`config.mk`:
```
export PLATFORM = sky130hd
export DESIGN_NAME = ext_raz_pulse_gen_flat
export DESIGN_NICKNAME = d
export VERILOG_FILES = /design/src/rtl/ext_raz_pulse_gen_pkg.sv /design/src/rtl/ext_raz_pulse_gen_if.sv /design/src/rtl/ext_raz_pulse_gen_sat_counter.sv /design/src/rtl/ext_raz_pulse_gen.sv /design/src/flat_wrapper.sv
export SDC_FILE = /design/constraint.sdc
export NUM_CORES = 1
export LEC_CHECK = 0
export BUFFER_PORTS_ARGS = -buffer_cell sky130_fd_sc_hd__buf_2
export CORE_UTILIZATION = 50
export CTS_CLUSTER_SIZE = 14
export DETAILED_ROUTE_END_ITERATION = 10
export PLACE_DENSITY = 0.89
export SLEW_MARGIN = 25
export SYNTH_ARGS = -nofsm -noshare
export SYNTH_HDL_FRONTEND = slang
export SYNTH_HIERARCHICAL = 1
export SYNTH_SLANG_ARGS = --single-unit
```
`constraint.sdc`:
```
create_clock -name Clk -period 2.34 [get_ports Clk]
set_input_delay 0.234 -clock Clk [delete_from_list [all_inputs] [get_ports Clk]]
set_output_delay 0.234 -clock Clk [all_outputs]
set_load 0.02 [all_outputs]
```
`src/rtl/ext_raz_pulse_gen_pkg.sv`:
```
// ----------------------------------------------------------------------------
// raz_pkg
//   Shared definitions for the external-RAZ pulse generator:
//     - raz_state_e      : FSM state encoding (IDLE / PULSE / HOLDOFF)
//     - RAZ_W_*          : pulse widths in 40 MHz clock cycles
//     - WIDTH_CNT_W      : width of the pulse-width down-counter
//     - raz_width_decode : RazWidthSel -> pulse width in cycles
// ----------------------------------------------------------------------------
package raz_pkg;

  typedef enum logic [1:0] {
    IDLE    = 2'd0,
    PULSE   = 2'd1,
    HOLDOFF = 2'd2
  } raz_state_e;

  localparam int RAZ_W_75NS  = 3;
  localparam int RAZ_W_250NS = 10;
  localparam int RAZ_W_500NS = 20;
  localparam int RAZ_W_1US   = 40;

  // Wide enough for the longest pulse (40 cycles).
  localparam int WIDTH_CNT_W = 6;

  function automatic logic [WIDTH_CNT_W-1:0] raz_width_decode(input logic [1:0] sel);
    logic [WIDTH_CNT_W-1:0] w;
    case (sel)
      2'b00:   w = WIDTH_CNT_W'(RAZ_W_75NS);
      2'b01:   w = WIDTH_CNT_W'(RAZ_W_250NS);
      2'b10:   w = WIDTH_CNT_W'(RAZ_W_500NS);
      default: w = WIDTH_CNT_W'(RAZ_W_1US);
    endcase
    return w;
  endfunction

endpackage

```
`src/rtl/ext_raz_pulse_gen_if.sv`:
```
// ----------------------------------------------------------------------------
// ext_raz_pulse_gen_if
//   Groups the request/mode inputs and the pulse/status outputs of the
//   external-RAZ pulse generator.
//   Parameter CNT_WIDTH must match the generator's CNT_WIDTH.
//   Signals:
//     SingleRaz_en    one-cycle request pulse from the RAZ delay stage
//     ExternalRaz_en  mode enable; requests ignored while low
//     RazWidthSel     pulse width select (00=3, 01=10, 10=20, 11=40 cycles)
//     CntClear        synchronous clear of both statistics counters
//     RAZ_CHN         active-high RAZ pulse to the ASIC
//     RazBusy         high while a pulse or its hold-off is in progress
//     RazIssued       accepted request count (0 when statistics are off)
//     RazDropped      rejected request count (0 when statistics are off)
//   Modports:
//     master : request side (drives the controls, observes the outputs)
//     slave  : the pulse generator itself
// ----------------------------------------------------------------------------
interface ext_raz_pulse_gen_if #(
  parameter int CNT_WIDTH = 16
) ();

  logic                 SingleRaz_en;
  logic                 ExternalRaz_en;
  logic [1:0]           RazWidthSel;
  logic                 CntClear;
  logic                 RAZ_CHN;
  logic                 RazBusy;
  logic [CNT_WIDTH-1:0] RazIssued;
  logic [CNT_WIDTH-1:0] RazDropped;

  modport master (
    output SingleRaz_en,
    output ExternalRaz_en,
    output RazWidthSel,
    output CntClear,
    input  RAZ_CHN,
    input  RazBusy,
    input  RazIssued,
    input  RazDropped
  );

  modport slave (
    input  SingleRaz_en,
    input  ExternalRaz_en,
    input  RazWidthSel,
    input  CntClear,
    output RAZ_CHN,
    output RazBusy,
    output RazIssued,
    output RazDropped
  );

endinterface

```
`src/rtl/ext_raz_pulse_gen_sat_counter.sv`:
```
// ----------------------------------------------------------------------------
// raz_sat_counter
//   Saturating up-counter for the RAZ statistics.
//   Ports:
//     clk    system clock
//     rst_n  asynchronous active-low reset (count -> 0)
//     inc    increment by one this cycle (held at all-ones once reached)
//     clr    synchronous clear; wins over inc in the same cycle
//     count  current count
// ----------------------------------------------------------------------------
module raz_sat_counter #(
  parameter int WIDTH = 16
) (
  input  logic             clk,
  input  logic             rst_n,
  input  logic             inc,
  input  logic             clr,
  output logic [WIDTH-1:0] count
);

  localparam logic [WIDTH-1:0] ONE = WIDTH'(1);

  always_ff @(posedge clk or negedge rst_n) begin
    if (!rst_n) begin
      count <= '0;
    end else if (clr) begin
      count <= '0;
    end else if (inc && (count != '1)) begin
      count <= count + ONE;
    end
  end

endmodule

```
`src/rtl/ext_raz_pulse_gen.sv`:
```
// ----------------------------------------------------------------------------
// ext_raz_pulse_gen
//   Turns the one-cycle delayed reset request from the external-RAZ delay
//   stage into the RAZ_CHN pulse driven to the ASIC. A request accepted at
//   clock edge N drives RAZ_CHN high after edge N for exactly W cycles
//   (W from RazWidthSel, latched at acceptance), then holds the generator
//   busy for HOLDOFF_CYCLES more cycles. Requests that arrive while busy are
//   dropped; requests while ExternalRaz_en is low are ignored.
//
//   Optional feature macro: RAZ_STAT_EN
//     defined   : saturating RazIssued / RazDropped counters with CntClear
//     undefined : RazIssued / RazDropped tied to 0, CntClear unused
//
//   Parameters:
//     HOLDOFF_CYCLES  idle cycles forced after each pulse (0..255)
//     CNT_WIDTH       statistics counter width (must match the interface)
//   Ports:
//     Clk      40 MHz system clock
//     reset_n  asynchronous active-low reset; RAZ_CHN drops immediately
//     bus      ext_raz_pulse_gen_if slave modport (requests, pulse, status)
// ----------------------------------------------------------------------------
module ext_raz_pulse_gen
  import raz_pkg::*;
#(
  parameter int HOLDOFF_CYCLES = 4,
  parameter int CNT_WIDTH      = 16
) (
  input  logic                  Clk,
  input  logic                  reset_n,
  ext_raz_pulse_gen_if.slave    bus
);

  localparam bit         HOLD_EN   = (HOLDOFF_CYCLES != 0);
  localparam logic [7:0] HOLD_INIT = 8'(HOLDOFF_CYCLES);

  raz_state_e             state_q, state_d;
  logic [WIDTH_CNT_W-1:0] width_cnt_q, width_cnt_d;
  logic [7:0]             hold_cnt_q, hold_cnt_d;
  logic                   raz_q;
  logic                   busy_q;
  logic                   req;
  logic                   accept;
  logic                   drop;

  assign req = bus.SingleRaz_en && bus.ExternalRaz_en;

  // State and counter registers
  always_ff @(posedge Clk or negedge reset_n) begin
    if (!reset_n) begin
      state_q     <= IDLE;
      width_cnt_q <= '0;
      hold_cnt_q  <= '0;
    end else begin
      state_q     <= state_d;
      width_cnt_q <= width_cnt_d;
      hold_cnt_q  <= hold_cnt_d;
    end
  end

  // Next-state logic. ExternalRaz_en only gates acceptance; once a pulse
  // starts it always runs to completion, so the ASIC never sees a runt pulse.
  always_comb begin
    state_d     = state_q;
    width_cnt_d = width_cnt_q;
    hold_cnt_d  = hold_cnt_q;
    accept      = 1'b0;
    drop        = 1'b0;
    case (state_q)
      IDLE: begin
        if (req) begin
          accept      = 1'b1;
          width_cnt_d = raz_width_decode(bus.RazWidthSel);
          state_d     = PULSE;
        end
      end
      PULSE: begin
        drop = req;
        // WidthCnt==1 marks the last high cycle of the pulse.
        if (width_cnt_q <= WIDTH_CNT_W'(1)) begin
          width_cnt_d = '0;
          if (HOLD_EN) begin
            state_d    = HOLDOFF;
            hold_cnt_d = HOLD_INIT;
          end else begin
            state_d = IDLE;
          end
        end else begin
          width_cnt_d = width_cnt_q - WIDTH_CNT_W'(1);
        end
      end
      HOLDOFF: begin
        drop = req;
        if (hold_cnt_q <= 8'd1) begin
          hold_cnt_d = '0;
          state_d    = IDLE;
        end else begin
          hold_cnt_d = hold_cnt_q - 8'd1;
        end
      end
      default: begin
        state_d = IDLE;
      end
    endcase
  end

  // Outputs come straight from flops (decoded from the next state) so the
  // pin to the ASIC is glitch-free and aligned with the state change.
  always_ff @(posedge Clk or negedge reset_n) begin
    if (!reset_n) begin
      raz_q  <= 1'b0;
      busy_q <= 1'b0;
    end else begin
      raz_q  <= (state_d == PULSE);
      busy_q <= (state_d != IDLE);
    end
  end

  assign bus.RAZ_CHN = raz_q;
  assign bus.RazBusy = busy_q;

`ifdef RAZ_STAT_EN
  raz_sat_counter #(
    .WIDTH (CNT_WIDTH)
  ) u_issued_cnt (
    .clk   (Clk),
    .rst_n (reset_n),
    .inc   (accept),
    .clr   (bus.CntClear),
    .count (bus.RazIssued)
  );

  raz_sat_counter #(
    .WIDTH (CNT_WIDTH)
  ) u_dropped_cnt (
    .clk   (Clk),
    .rst_n (reset_n),
    .inc   (drop),
    .clr   (bus.CntClear),
    .count (bus.RazDropped)
  );
`else
  // Statistics compiled out: counters read as constant zero.
  logic unused_stat;
  assign unused_stat    = ^{bus.CntClear, accept, drop};
  assign bus.RazIssued  = '0;
  assign bus.RazDropped = '0;
`endif

endmodule

```
`src/flat_wrapper.sv`:
```
// flat-port wrapper written by rule: the top's interface ports become plain ports
module ext_raz_pulse_gen_flat import raz_pkg::*;
#(
  parameter int HOLDOFF_CYCLES = 4,
  parameter int CNT_WIDTH      = 16
)
  (Clk, reset_n, bus_SingleRaz_en, bus_ExternalRaz_en, bus_RazWidthSel, bus_CntClear, bus_RAZ_CHN, bus_RazBusy, bus_RazIssued, bus_RazDropped);
  ext_raz_pulse_gen_if #(.CNT_WIDTH(CNT_WIDTH)) bus_i ();
  input  logic Clk;
  input  logic reset_n;
  input wire logic [$bits(bus_i.SingleRaz_en)-1:0] bus_SingleRaz_en;
  input wire logic [$bits(bus_i.ExternalRaz_en)-1:0] bus_ExternalRaz_en;
  input wire logic [$bits(bus_i.RazWidthSel)-1:0] bus_RazWidthSel;
  input wire logic [$bits(bus_i.CntClear)-1:0] bus_CntClear;
  output wire logic [$bits(bus_i.RAZ_CHN)-1:0] bus_RAZ_CHN;
  output wire logic [$bits(bus_i.RazBusy)-1:0] bus_RazBusy;
  output wire logic [$bits(bus_i.RazIssued)-1:0] bus_RazIssued;
  output wire logic [$bits(bus_i.RazDropped)-1:0] bus_RazDropped;
  assign bus_i.SingleRaz_en = bus_SingleRaz_en;
  assign bus_i.ExternalRaz_en = bus_ExternalRaz_en;
  assign bus_i.RazWidthSel = bus_RazWidthSel;
  assign bus_i.CntClear = bus_CntClear;
  assign bus_RAZ_CHN = bus_i.RAZ_CHN;
  assign bus_RazBusy = bus_i.RazBusy;
  assign bus_RazIssued = bus_i.RazIssued;
  assign bus_RazDropped = bus_i.RazDropped;
  ext_raz_pulse_gen #(.HOLDOFF_CYCLES(HOLDOFF_CYCLES), .CNT_WIDTH(CNT_WIDTH)) u_core (.Clk(Clk), .reset_n(reset_n), .bus(bus_i));
endmodule
```
==> impl_results.md <==
* Outcome: finished, final reports clean
* Rows at 17
* Crit path from: u_core/hold_cnt_q[0]$_DFFE_PN0P_
* # fillers at 210
* Area growth syn-to-layout at -1.20%
* Final setup fails at 0
* Reg2reg path depth at 6
* Total of warnings raised by yosys at 6
* Design Area, Final at 0.00124 sq mm
* Post-synthesis area per instance at 8.90 sq um
* Total power at 0.00175 W
* Non-filler cells, final at 179
* Sequential area share after synthesis at 35.9%
* Core area at 0.00230 sq mm
* Slew @ Worst Pin at 0.570 ns
* Commonest non-fill, non-tap cells in the layout: conb_1, dfrtp_1, nor2_1
* Synth Area in XOR/XNOR at 0%
* Clock tree buffer depth at 2
* R2R setup slack at 0.29 ns
* Origin of the worst min-delay path: bus_ExternalRaz_en
* CTS tree: done
* HP Class: input pin to flip-flop
* Most common cell after layout, fill and taps aside: conb_1
* Placed insts at 174
* Vias in the first global route at 931
* PD cells at 1410 mW/mm^2
* Synth cell types at 33
* CTS buffer count at 3
* DR vias at 952
* Mux cell area share after synthesis at 0.798%
* Gr usage total at 19.3%
* Setup TNS at 0 ns
* RSZ-0062 raised after global routing: no
* N_diodes at 0
* Worst VDD drop at 0.00117 V
* Gp weighted congestion at 0.808
* F_max at 0.488 GHz
* Pins Over Slew Limit at 0
* Die area at 0.00271 sq mm
* Max Cap Violations at 0
* FF+latch count, synth at 18
* Ys flop type: dfrtp_1
* Die width at 52.1 microns
* Hold slack at 0.276 ns
* Async set-reset flop share out of synthesis at 100%
* Total wire length at 2.34 mm
* Nets at 163
* EDFF count, synth at 0
* Crit. End Element: flip-flop
* Final ANT Viol Nets at 0
* Via density at 5.32
* H-tree Lvls at 1
* Mapped Area at 0.00125 sq mm
* Worst slew margin at 61.5%
* CP startpoint kind: flip-flop
* Synth Area in Compound Gates at 21.8%
* Synth Instances at 141
* Fin. Hold Viols at 0
* Fraction of layout cells with a size suffix above 1 at 10.6%
* CP required at 2.57 ns
* Hold Path Sink: u_core/bus.RazBusy$_DFF_PN0_
* Global-route wire length before repair at 3.88 mm
* Die Y at 52.1 microns
* Adder-Cell Fraction of Synth Area at 3.99%
* Post-DP Area at 0.00119 sq mm
* Largest net degree at the start of global routing at 19
* Total overflow reported by the global router at 0
* Skew final at 0.00706 ns
* Number of instances resized during post-cts repair at 0
* Hold path depth at 3
* HPWL after DPL at 1.70 mm
* Clk slew on worst S/H paths at 0.11 ns
* Starting Density at 54.6%
* Residual DRC at 0
* Pleak at 0.588 nW
* IO Pins at 41
* Tmin final at 2.05 ns
* Tcrit/Tclk final at 87.7%
* Initial antenna violation count at 0
* Worst-skew pair later-pin latency at 0.30 ns
* CP Class: flip-flop to flip-flop
* Routed WL per cell at 13.1 microns
* CTS sink count at 18
* First drt pass iteration count at 4
* Crit path DAT at 2.29 ns
* Combinational family with the most area after synthesis: buffers and inverters
* DRT iter0 DRCs at 16
* Synth Area in Simple Gates at 15.1%
* Reg-to-Reg End: u_core/hold_cnt_q[7]$_DFFE_PN0P_
* CTS Root Cell: clkbuf_4
* Port Buffer Count at 7
* Max FO, Critical Path at 7
* Reg2Reg Launch Point: u_core/hold_cnt_q[0]$_DFFE_PN0P_
==> cell type report <==
| class | count | area, sq um | area share [%] |
|---|---|---|---|
| Clock buffer | 4 | 36.3 | 2.93 |
| Sequential cell | 18 | 450 | 36.3 |
| Timing Repair Buffer | 9 | 52.6 | 4.24 |
| Multi-Input combinational cell | 114 | 643 | 51.9 |
| Tap cell | 28 | 35.0 | 2.83 |
| Inverter | 6 | 22.5 | 1.82 |
==> kinds of logic after synthesis <==
kind of cell | after synthesis
buffers and inverters | 40
adder cells (fa/ha/maj) | 4
AO/OA/AOI/OAI | 39
other | 1
flip-flops | 18
multiplexers | 1
AND/OR/NAND/NOR | 38
==> cells in the mapped netlist (all sizes together) (3+ instances only) <==
cell type,number,area (sq um)
o21ai,13,68.8
nor3,4,20.0
nor2b,3,18.8
or4,3,22.5
a31oi,4,25.0
a22o,4,35.0
ha,4,50.1
a21oi,6,30.0
buf,33,251
or3,3,18.8
nand2,6,22.5
dfrtp,18,450
nor2,12,45.0
inv,6,22.5
==> layer usage <==
| metal | track usage (%) | vias to the layer above | share of wire (%) |
|---|---|---|---|
| met5 | 0 | - | 0 |
| met4 | 7.66 | 0 | 0.43 |
| met1 | 20.8 | 470 | 43 |
| li1 | - | 462 | - |
| met2 | 34.8 | 18 | 54 |
| met3 | 5.56 | 2 | 2.6 |
==> flip-flops by register name, indices dropped and copies added, names as in the netlist <==
| register | count |
|---|---|
| u_core/state_q | 2 |
| u_core/bus.RazBusy | 1 |
| u_core/width_cnt_q | 6 |
| u_core/bus.RAZ_CHN | 1 |
| u_core/hold_cnt_q | 8 |
==> power by group <==
| part | total, W | leakage [nW] | switching (W) | internal, W |
|---|---|---|---|---|
| clock network | 0.000198 | 0.0210 | 0.000103 | 0.0000950 |
| registers | 0.000629 | 0.227 | 0.000169 | 0.000460 |
| logic | 0.000922 | 0.340 | 0.000573 | 0.000349 |
| total | 0.00175 | 0.588 | 0.000845 | 0.000904 |
==> how the worst max path moves through the flow <==
stage	endpoint	cells past startpoint
finish	u_core/hold_cnt_q[7]$_DFFE_PN0P_	6
detailed placement	u_core/hold_cnt_q[7]$_DFFE_PN0P_	6
global route	u_core/hold_cnt_q[6]$_DFFE_PN0P_	6
global placement	u_core/hold_cnt_q[7]$_DFFE_PN0P_	6
floorplan	u_core/hold_cnt_q[7]$_DFFE_PN0P_	6
CTS	u_core/hold_cnt_q[7]$_DFFE_PN0P_	6
==> through the flow <==
stage	utilization (%)	setup WS (ns)
after detailed placement	52.0	0.349
after global placement	52.0	0.445
after CTS	54.0	0.335
after global routing	54.0	0.0915
final	54.0	0.289
after floorplan	-	0.576
==> repair_timing <==
item / in CTS / in global routing
setup endpoints to repair: 0 / 0
hold buffers: 1 / 0
endpoints found under the hold margin: 18 / 0
buffers inserted: 0 / 0
==> critical path, stage by stage (launching register included) <==
cell and delay [ns]:
dfrtp_1 0.43, inv_1 0.06, ha_1 0.26, or2_2 0.34, a41oi_1 0.51, o21ai_0 0.18, a31oi_1 0.19
Power figures use the tool's default switching activity.
